### config.mk
export PLATFORM = sky130hd
export DESIGN_NAME = ili9341_frame_gen
export DESIGN_NICKNAME = d
export VERILOG_FILES = /design/src/rtl/ili9341_pkg.sv /design/src/rtl/ili9341_pixel_cursor.sv /design/src/rtl/ili9341_frame_gen.sv
export SDC_FILE = /design/constraint.sdc
export NUM_CORES = 1
export LEC_CHECK = 0
export BUFFER_PORTS_ARGS = -buffer_cell sky130_fd_sc_hd__buf_2
export CAP_MARGIN = 0
export CORE_MARGIN = 3
export CORE_UTILIZATION = 59
export DETAILED_ROUTE_END_ITERATION = 8
export PLACE_DENSITY = 0.84
export SETUP_SLACK_MARGIN = 0.2
export SYNTH_ARGS = -nofsm -noshare
export SYNTH_HDL_FRONTEND = slang
export SYNTH_SLANG_ARGS = --single-unit
### constraint.sdc
create_clock -name clk -period 5.01 [get_ports clk]
set_clock_uncertainty 0.15 [all_clocks]
set_input_delay 0.2505 -clock clk [delete_from_list [all_inputs] [get_ports clk]]
set_output_delay 0.2505 -clock clk [all_outputs]
set_load 0.1 [all_outputs]
### src/rtl/ili9341_pkg.sv
// rtl/ili9341_pkg.sv - mood codes, palette, pattern modes and FSM encoding for the ILI9341 frame generator
package ili9341_pkg;

   localparam int MOOD_IDLE      = 0;
   localparam int MOOD_TRISTE    = 1;
   localparam int MOOD_CARINO    = 2;
   localparam int MOOD_DEPRIMIDO = 3;
   localparam int MOOD_MUERTO    = 4;

   localparam logic [15:0] COLOR_IDLE      = 16'hFFE0;
   localparam logic [15:0] COLOR_TRISTE    = 16'h07FF;
   localparam logic [15:0] COLOR_CARINO    = 16'hF800;
   localparam logic [15:0] COLOR_DEPRIMIDO = 16'h780F;
   localparam logic [15:0] COLOR_MUERTO    = 16'h0000;

   // Entry i is the colour of mood code i.
   localparam logic [4:0][15:0] PALETTE = {COLOR_MUERTO, COLOR_DEPRIMIDO, COLOR_CARINO,
                                           COLOR_TRISTE, COLOR_IDLE};

   localparam logic [15:0] DEFAULT_COLOR = 16'h001F;

   localparam logic [1:0] MODE_SOLID   = 2'd0;
   localparam logic [1:0] MODE_STRIPES = 2'd1;
   localparam logic [1:0] MODE_CHECKER = 2'd2;

   typedef enum logic [1:0] {
      ST_LOAD   = 2'd0,
      ST_STREAM = 2'd1,
      ST_DONE   = 2'd2
   } state_t;

   function automatic logic [15:0] mood_color(input int unsigned sel, input int unsigned num_images);
      logic [2:0] idx;
      if (sel >= num_images || sel > MOOD_MUERTO)
         return DEFAULT_COLOR;
      idx = sel[2:0];
      return PALETTE[idx];
   endfunction

endpackage

### src/rtl/ili9341_pixel_cursor.sv
// rtl/ili9341_pixel_cursor.sv - x/y raster position with per-axis cell parity and last-pixel flag
module ili9341_pixel_cursor #(
   parameter int WIDTH  = 10,
   parameter int HEIGHT = 10,
   parameter int CELL   = 2
) (
   input  logic clk,
   input  logic rst,
   input  logic clear,
   input  logic advance,
   output logic x_odd,
   output logic y_odd,
   output logic last_pixel
);

   localparam int XW = $clog2(WIDTH);
   localparam int YW = $clog2(HEIGHT);
   localparam int CW = (CELL > 1) ? $clog2(CELL) : 1;

   logic [XW-1:0] x;
   logic [YW-1:0] y;
   logic [CW-1:0] cx;
   logic [CW-1:0] cy;
   logic          x_end;
   logic          y_end;
   logic          cx_end;
   logic          cy_end;

   assign x_end      = (x == XW'(WIDTH - 1));
   assign y_end      = (y == YW'(HEIGHT - 1));
   assign cx_end     = (cx == CW'(CELL - 1));
   assign cy_end     = (cy == CW'(CELL - 1));
   assign last_pixel = x_end && y_end;

   // x_odd / y_odd track the parity of x/CELL and y/CELL without any divider.
   always_ff @(posedge clk or negedge rst) begin
      if (!rst) begin
         x     <= '0;
         y     <= '0;
         cx    <= '0;
         cy    <= '0;
         x_odd <= 1'b0;
         y_odd <= 1'b0;
      end else if (clear) begin
         x     <= '0;
         y     <= '0;
         cx    <= '0;
         cy    <= '0;
         x_odd <= 1'b0;
         y_odd <= 1'b0;
      end else if (advance) begin
         if (x_end) begin
            x     <= '0;
            cx    <= '0;
            x_odd <= 1'b0;
            if (y_end) begin
               y     <= '0;
               cy    <= '0;
               y_odd <= 1'b0;
            end else begin
               y <= y + 1'b1;
               if (cy_end) begin
                  cy    <= '0;
                  y_odd <= ~y_odd;
               end else begin
                  cy <= cy + 1'b1;
               end
            end
         end else begin
            x <= x + 1'b1;
            if (cx_end) begin
               cx    <= '0;
               x_odd <= ~x_odd;
            end else begin
               cx <= cx + 1'b1;
            end
         end
      end
   end

endmodule

### src/rtl/ili9341_frame_gen.sv
// rtl/ili9341_frame_gen.sv - frame-synchronous pixel source answering ili9341_controller pixel requests
module ili9341_frame_gen
   import ili9341_pkg::*;
#(
   parameter int WIDTH      = 10,
   parameter int HEIGHT     = 10,
   parameter int PIXEL_SIZE = 16,
   parameter int NUM_IMAGES = 5,
   parameter int SEL_W      = 3,
   parameter int CELL       = 2,
   parameter int REPEAT     = 0
) (
   input  logic                  clk,
   input  logic                  rst,
   input  logic [SEL_W-1:0]      visua,
   input  logic [1:0]            mode,
   input  logic                  pixel_req,
   output logic [PIXEL_SIZE-1:0] pixel_data,
   output logic                  pixel_valid,
   output logic                  frame_start,
   output logic                  frame_done,
   output logic [SEL_W-1:0]      cur_sel
);

   state_t                state;
   logic [1:0]            mode_q;
   logic [PIXEL_SIZE-1:0] fg;
   logic                  x_odd;
   logic                  y_odd;
   logic                  last_pixel;
   logic                  clear;
   logic                  advance;
   logic                  use_bg;

   assign clear   = (state == ST_LOAD);
   assign advance = (state == ST_STREAM) && pixel_req;

   ili9341_pixel_cursor #(
      .WIDTH  (WIDTH),
      .HEIGHT (HEIGHT),
      .CELL   (CELL)
   ) u_cursor (
      .clk        (clk),
      .rst        (rst),
      .clear      (clear),
      .advance    (advance),
      .x_odd      (x_odd),
      .y_odd      (y_odd),
      .last_pixel (last_pixel)
   );

   always_comb begin
      use_bg = 1'b0;
      case (mode_q)
         MODE_STRIPES: use_bg = y_odd;
         MODE_CHECKER: use_bg = x_odd ^ y_odd;
         default:      use_bg = 1'b0;
      endcase
   end

   // Inputs are only sampled in LOAD and DONE, so a frame in flight never tears.
   always_ff @(posedge clk or negedge rst) begin
      if (!rst) begin
         state       <= ST_LOAD;
         pixel_data  <= '0;
         pixel_valid <= 1'b0;
         frame_start <= 1'b0;
         frame_done  <= 1'b0;
         cur_sel     <= '0;
         mode_q      <= MODE_SOLID;
         fg          <= '0;
      end else begin
         pixel_valid <= 1'b0;
         frame_start <= 1'b0;
         case (state)
            ST_LOAD: begin
               cur_sel     <= visua;
               mode_q      <= mode;
               fg          <= PIXEL_SIZE'(mood_color(32'(visua), NUM_IMAGES));
               frame_done  <= 1'b0;
               frame_start <= 1'b1;
               state       <= ST_STREAM;
            end
            ST_STREAM: begin
               if (pixel_req) begin
                  pixel_data  <= use_bg ? ~fg : fg;
                  pixel_valid <= 1'b1;
                  if (last_pixel) begin
                     frame_done <= 1'b1;
                     state      <= ST_DONE;
                  end
               end
            end
            ST_DONE: begin
               if (visua != cur_sel || mode != mode_q || REPEAT != 0)
                  state <= ST_LOAD;
            end
            default: state <= ST_LOAD;
         endcase
      end
   end

endmodule

==> results of run 1 <==
==> final cells by class <==
type	instances	share of cell area (%)
Multi-Input combinational cell	109	36.9
Sequential cell	32	44.2
Inverter	9	2.28
Clock buffer	8	3.24
Tap cell	30	2.07
Timing Repair Buffer	35	11.3
==> power by group through the flow <==
stage                     Combinational (mW)  Sequential [mW]  Clock (mW)
after global placement                 0.127            0.331           0
final                                  0.136            0.330       0.155
after global routing                   0.154            0.336       0.170
after floorplan                       0.0959            0.340           0
after CTS                              0.138            0.329       0.158
after detailed placement               0.134            0.335           0
==> flip-flops by register name (all words and copies together), names as in the netlist <==
| name | flops |
|---|---|
| pixel_valid | 1 |
| frame_done | 1 |
| u_cursor.cy | 1 |
| u_cursor.y | 4 |
| u_cursor.y_odd | 1 |
| pixel_data | 5 |
| mode_q | 2 |
| fg | 5 |
| frame_start | 1 |
| u_cursor.x_odd | 1 |
| u_cursor.x | 4 |
| state | 2 |
| u_cursor.cx | 1 |
| cur_sel | 3 |
==> metrics by stage <==
stage                     hold WS, ns  cells  cell area [um^2]  utilization [%]
after floorplan                -0.195    168              1640                -
after global placement          0.167    209              1690             66.0
after detailed placement        0.185    209              1690             66.0
after CTS                     0.00563    223              1810             70.6
after global routing           0.0199    223              1810             70.6
final                          0.0232    223              1810             70.6
==> worst max-delay path by stage <==
stage,startpoint,end,slack [ns],cells after the start
2_1_floorplan,pixel_data[10],pixel_data[10],3.20,1
3_3_place_gp,u_cursor.x[1],u_cursor.y[1],3.24,6
3_5_place_dp,u_cursor.x[1],u_cursor.y[3],3.14,6
4_1_cts,u_cursor.x[1],u_cursor.y[3],3.12,6
5_1_grt,u_cursor.x[1],u_cursor.y[1],3.00,6
6_report,state[0],fg[15],3.11,3
==> cell usage in the layout, fill, tap and decap left out <==
cell | Yosys | final
dfrtp_1 | 32 | 32
buf_2 | 1 | 29
nand2_1 | 18 | 18
o21ai_0 | 16 | 16
nor2_1 | 13 | 13
or3_1 | 8 | 8
inv_1 | 7 | 7
a21oi_1 | 7 | 7
ha_1 | 6 | 6
dlygate4sd3_1 | 0 | 6
a31oi_1 | 5 | 5
clkbuf_4 | 0 | 5
nand3_1 | 4 | 4
nand3b_1 | 3 | 3
mux2i_1 | 3 | 3
xor2_1 | 3 | 3
and3b_1 | 2 | 2
o31ai_1 | 2 | 2
o21ai_1 | 2 | 2
a32o_1 | 2 | 2
clkbuf_1 | 3 | 2
or2_1 | 1 | 1
inv_4 | 1 | 1
clkinv_4 | 1 | 1
nand2_4 | 1 | 1
a21oi_2 | 1 | 1
nor3_2 | 1 | 1
o32ai_1 | 1 | 1
a22oi_1 | 1 | 1
a41oi_1 | 1 | 1
nand2b_1 | 1 | 1
a222oi_1 | 1 | 1
o22ai_1 | 1 | 1
o211ai_1 | 1 | 1
nor4_1 | 1 | 1
nor2b_1 | 1 | 1
xnor2_1 | 1 | 1
nor3b_1 | 1 | 1
clkbuf_8 | 0 | 1
==> kinds of logic after synthesis <==
group	Yosys count	synth area share [%]
mux	3	1.83
xor+xnor	4	2.14
compound gates	41	15.2
buf+inv	27	10.2
fa+ha+maj	6	4.59
flops	32	48.9
simple gates	55	17.1
==> critical path, stage by stage (launching register included) <==
cell	delay, ns
dfrtp_1	0.41
or2_1	0.43
o31ai_1	0.27
dlygate4sd3_1	0.59
==> per-layer routing <==
layer	vias up	GRT usage, %
met3	9	6.36
met4	0	9.06
met2	63	30.1
met5	-	0
met1	618	27.7
li1	625	-
==> what timing repair did <==
action                     4_1_cts  5_1_grt
hold buffers                     6        0
setup endpoints to repair        0        0
hold endpoints to repair        37        0
==> flow_metrics.py, run 1 <==
metrics = {
    "power": {
        "seqPwrFrac_pct": 53.2,
        "p_total_mw": 0.621,
        "ir_worst_vdd_mv": 0.297,
        "p_sw_mw": 0.208,
        "p_int_mw": 0.412,
        "p_clk_share_pct": 24.9,
        "leakagePower_nw": 0.819,
        "swShare_pct": 33.6,
        "p_comb_share_pct": 21.9,
        "p_per_area_mw_per_mm2": 342,
    },
    "layout": {
        "fill_cells": 194,
        "final_layout_size_suffix_gt1_share_pct": 20.7,
        "fin_nets": 206,
        "antenna-diode-count": 0,
        "seq_area_um2": 801,
        "multi_input_area_um2": 669,
        "area_growth_syn_to_layout_pct": 10.8,
    },
    "routing": {
        "drtPass1Iterations": 4,
        "wl_met2_mm": 1.41,
        "drc": 0,
        "via_per_inst": 5.90,
        "via_count": 1315,
        "drtAntennaViolNets": 0,
        "m1WireLength_mm": 1.33,
        "post_drt_wl_per_cell_um": 13.7,
        "wl_met3_um": 238,
        "dr.max_layer_used": "met4",
        "wl_mm": 3.06,
        "drtIter0Drc": 51,
    },
    "critical_path": {
        "worstPathArrival_ns": 2.02,
        "cp-end-kind": "flop",
        "critPathLaunchType": "flop",
        "setup.worst_path.class": "reg2reg",
        "required_ns": 5.13,
        "rr_worst_depth": 3,
        "rrSetupSlack_ns": 3.11,
        "r2r_start": "state[0]",
        "reg2reg_to": "fg[15]",
        "cp_max_fo": 14,
    },
    "flow_run": {
        "max-cap-violations": 0,
    },
    "floorplan": {
        "core_area_mm2": 0.00257,
        "start_util_pct": 63.7,
        "die_area_mm2": 0.00344,
        "die_w_um": 58.7,
        "row_count": 18,
        "chipHeight_um": 58.7,
        "io_pins": 30,
    },
    "worst_hold_path": {
        "hp-class": "in2reg",
        "hold_end": "mode_q[0]",
        "min_from": "mode[0]",
        "hold_depth": 3,
    },
    "logic_synthesis": {
        "postSynthCellCount": 168,
        "synth-edff-count": 0,
        "synth_seq_area_share_pct": 48.9,
        "yosys_register_bits": 32,
        "synth_ff_type": "dfrtp_1",
        "syn_avg_cell_area_um2": 9.74,
        "yosysTopAreaCell": "dfrtp_1",
        "synth.most_common_cell": "dfrtp_1",
        "netlist.area_leader.share_pct": 48.9,
        "ys_warn_count": 0,
        "synthesis.nets": 182,
        "yosys-top-cells-count": "dfrtp_1, nand2_1, o21ai_0, buf_4, nor2_1",
        "synth_cell_type_count": 38,
        "syn-cell-area_mm2": 0.00164,
        "synth_area_leaders": "dfrtp_1, buf_4, o21ai_0, ha_1, nand2_1",
        "async_flop_share_pct": 100,
    },
    "clocking": {
        "htreeDepth": 2,
        "cts_root_buffer": "clkbuf_4",
        "cts_buffers": 5,
        "clk_latency_ns": 0.33,
        "postCtsSetupRepairBufs": 0,
        "cts_sinks": 32,
        "cts_tree": "yes",
        "cts.path.max_buffers": 2,
        "cts_resized": 0,
        "clk_transition_reported_paths_ns": 0.09,
    },
    "place": {
        "dp_hpwl_mm": 2.15,
        "port_buffers": 29,
        "preCtsSetupSlack_ns": 3.14,
        "gp_congestion": 0.867,
    },
    "global_route": {
        "gr-total-overflow": 0,
        "grt_pass1_vias": 1159,
        "grt_usage_pct": 20.4,
        "grt_pass1_wl_mm": 5.18,
        "antenna_found_initial": 0,
        "grt_max_degree": 33,
    },
    "timing": {
        "max_slew_margin_pct": 53.6,
        "drv_slew": 0,
        "fmax_mhz": 527,
        "fin_tns_setup_ns": 0,
        "worst_slew_pin_slew_ns": 0.696,
        "setup_viol": 0,
        "finalCriticalPeriod_ns": 1.90,
        "finalHoldViolCount": 0,
        "finalCritPeriodShare_pct": 37.9,
        "layout_setup_ws_ns": 3.11,
        "rsz0062_at_grt": "false",
    },
    "run_status": {
        "status": "completed",
    },
}
Power figures use the tool's default switching activity.
==> inputs of run 2 (changes only) <==
--- a/config.mk
+++ b/config.mk
@@ -8,9 +8,9 @@
 export BUFFER_PORTS_ARGS = -buffer_cell sky130_fd_sc_hd__buf_2
 export CAP_MARGIN = 0
 export CORE_MARGIN = 3
-export CORE_UTILIZATION = 59
+export CORE_UTILIZATION = 54
 export DETAILED_ROUTE_END_ITERATION = 8
-export PLACE_DENSITY = 0.84
+export PLACE_DENSITY = 0.78
 export SETUP_SLACK_MARGIN = 0.2
 export SYNTH_ARGS = -nofsm -noshare
 export SYNTH_HDL_FRONTEND = slang
==> constraint.sdc (replaced) <==
create_clock -name clk -period 1.8 [get_ports clk]
set_clock_uncertainty 0.15 [all_clocks]
set_input_delay 0.09 -clock clk [delete_from_list [all_inputs] [get_ports clk]]
set_output_delay 0.09 -clock clk [all_outputs]
set_load 0.1 [all_outputs]
==> flow_metrics.py, run 2 (synthesis results as in run 1) <==
metrics = {
    "critical_path": {
        "crit_start": "u_cursor.x[0]",
        "critPathBufInv": 1,
        "cp_max_fo": 5,
        "worstPathArrival_ns": 1.74,
        "rrSetupSlack_ns": 0.19,
        "r2r_start": "u_cursor.x[0]",
        "cp-end-kind": "flop",
        "path_delay_family": "simple AND/OR/NAND/NOR gates",
        "max_stage_delay_ns": 0.43,
        "path_depth": 5,
        "reg2reg_to": "u_cursor.x[2]",
        "setup.worst_path.class": "reg2reg",
        "required_ns": 1.93,
        "path_cells": "ha_4, and3b_2, buf_6, or3_4, a21oi_2",
        "crit_path_end": "u_cursor.x[2]",
        "critPathLaunchType": "flop",
        "cpMaxStageDelayCell": "dfrtp_1",
        "rr_worst_depth": 5,
    },
    "floorplan": {
        "io_pins": 30,
        "die_area_mm2": 0.00373,
        "chipHeight_um": 61.1,
        "start_util_pct": 57.9,
        "core_area_mm2": 0.00283,
        "die_w_um": 61.1,
        "row_count": 19,
    },
    "routing": {
        "drc": 0,
        "wl_mm": 3.43,
        "drtIter0Drc": 62,
        "post_drt_wl_per_cell_um": 14.2,
        "via_count": 1360,
        "via_per_inst": 5.64,
        "drtAntennaViolNets": 0,
        "drtPass1Iterations": 4,
    },
    "timing": {
        "fmax_mhz": 621,
        "fin_hold_ws_ns": 0.170,
        "fin_tns_setup_ns": 0,
        "layout_setup_ws_ns": 0.190,
        "worst_slew_pin_slew_ns": 0.686,
        "max_slew_margin_pct": 54.3,
        "drv_slew": 0,
        "finalHoldViolCount": 0,
        "setup_viol": 0,
        "rsz0062_at_grt": "true",
        "finalCriticalPeriod_ns": 1.61,
        "finalCritPeriodShare_pct": 89.4,
    },
    "place": {
        "dp_hpwl_mm": 2.14,
        "preCtsSetupSlack_ns": 0.0985,
        "port_buffers": 29,
        "gp_congestion": 0.765,
    },
    "worst_hold_path": {
        "hp-class": "in2async",
    },
    "layout": {
        "fin_nets": 223,
        "area_growth_syn_to_layout_pct": 22.5,
        "fill_cells": 193,
        "antenna-diode-count": 0,
        "reg_top3": "fg (5), pixel_data (5)",
        "mostFrequentLayoutCell": "buf_2",
        "most-common-layout-cells": "buf_2, dfrtp_1, nand2_1",
        "seq_area_um2": 807,
        "multi_input_area_um2": 709,
        "fin_util_pct": 70.9,
        "final_layout_size_suffix_gt1_share_pct": 35.2,
    },
    "global_route": {
        "use_met3_pct": 6.29,
        "grt_pass1_wl_mm": 5.33,
        "grt_pass1_vias": 1191,
        "busiest_layer": "met2",
        "grt_usage_pct": 19.8,
        "grt_max_degree": 33,
        "gr-usage-met1_pct": 24.3,
        "gr-total-overflow": 0,
        "use_met2_pct": 32.8,
        "antenna_found_initial": 0,
    },
    "clocking": {
        "clk_transition_reported_paths_ns": 0.10,
        "cts_sinks": 32,
        "htreeDepth": 2,
        "cts_tree": "yes",
        "clk_latency_ns": 0.34,
        "cts_root_buffer": "clkbuf_4",
        "cts_buffers": 5,
        "cts.path.max_buffers": 2,
    },
    "power": {
        "leakagePower_nw": 0.905,
        "p_per_area_mw_per_mm2": 929,
        "ir_worst_vdd_mv": 0.651,
    },
    "run_status": {
        "status": "completed",
    },
    "flow_run": {
        "max-cap-violations": 0,
    },
}
## run 2: metrics by stage
stage               instance area (um^2)  power (mW)  std cells
finish                              2000        1.86        241
global route                        2000        1.96        241
CTS                                 1930        1.82        234
detailed placement                  1730        1.31        214
global placement                    1730        1.28        214
floorplan                           1650        1.22        168
## run 2: worst min path at each step
stage               slack [ns]  from       endpoint  cells after the start
global placement          0.01   rst    pixel_valid                      1
finish                    0.17   rst  u_cursor.y[0]                      2
CTS                       0.19   rst  u_cursor.y[0]                      2
floorplan                -0.36   rst     cur_sel[0]                      0
global route              0.22   rst  u_cursor.y[1]                      2
detailed placement        0.03   rst    pixel_valid                      1
## run 2: layer usage
metal  wire length (um)  vias up
li1                   -      654
met1               1540      653
met2               1660       44
met3                173        9
met4                 63        0
met5                  0        -
## run 2: final cells by class
class	instances	area share [%]
Timing Repair Buffer	52	17.3
Sequential cell	32	40.3
Clock inverter	2	0.499
Inverter	9	2.06
Multi-Input combinational cell	109	35.4
Clock buffer	6	2.56
Tap cell	31	1.94
## run 2: where the power goes
group	internal, mW	leakage [nW]	switching (mW)
clock	0.186	0.0380	0.244
sequential	0.814	0.356	0.0927
combinational	0.233	0.511	0.293
total	1.23	0.905	0.629
## run 2: repair_timing
action                                 CTS  global route
pin swaps                                5             8
resized for setup                        9             6
setup buffers                            5             7
setup endpoints to repair               11            15
hold buffers                             7             0
endpoints found under the hold margin   43             0
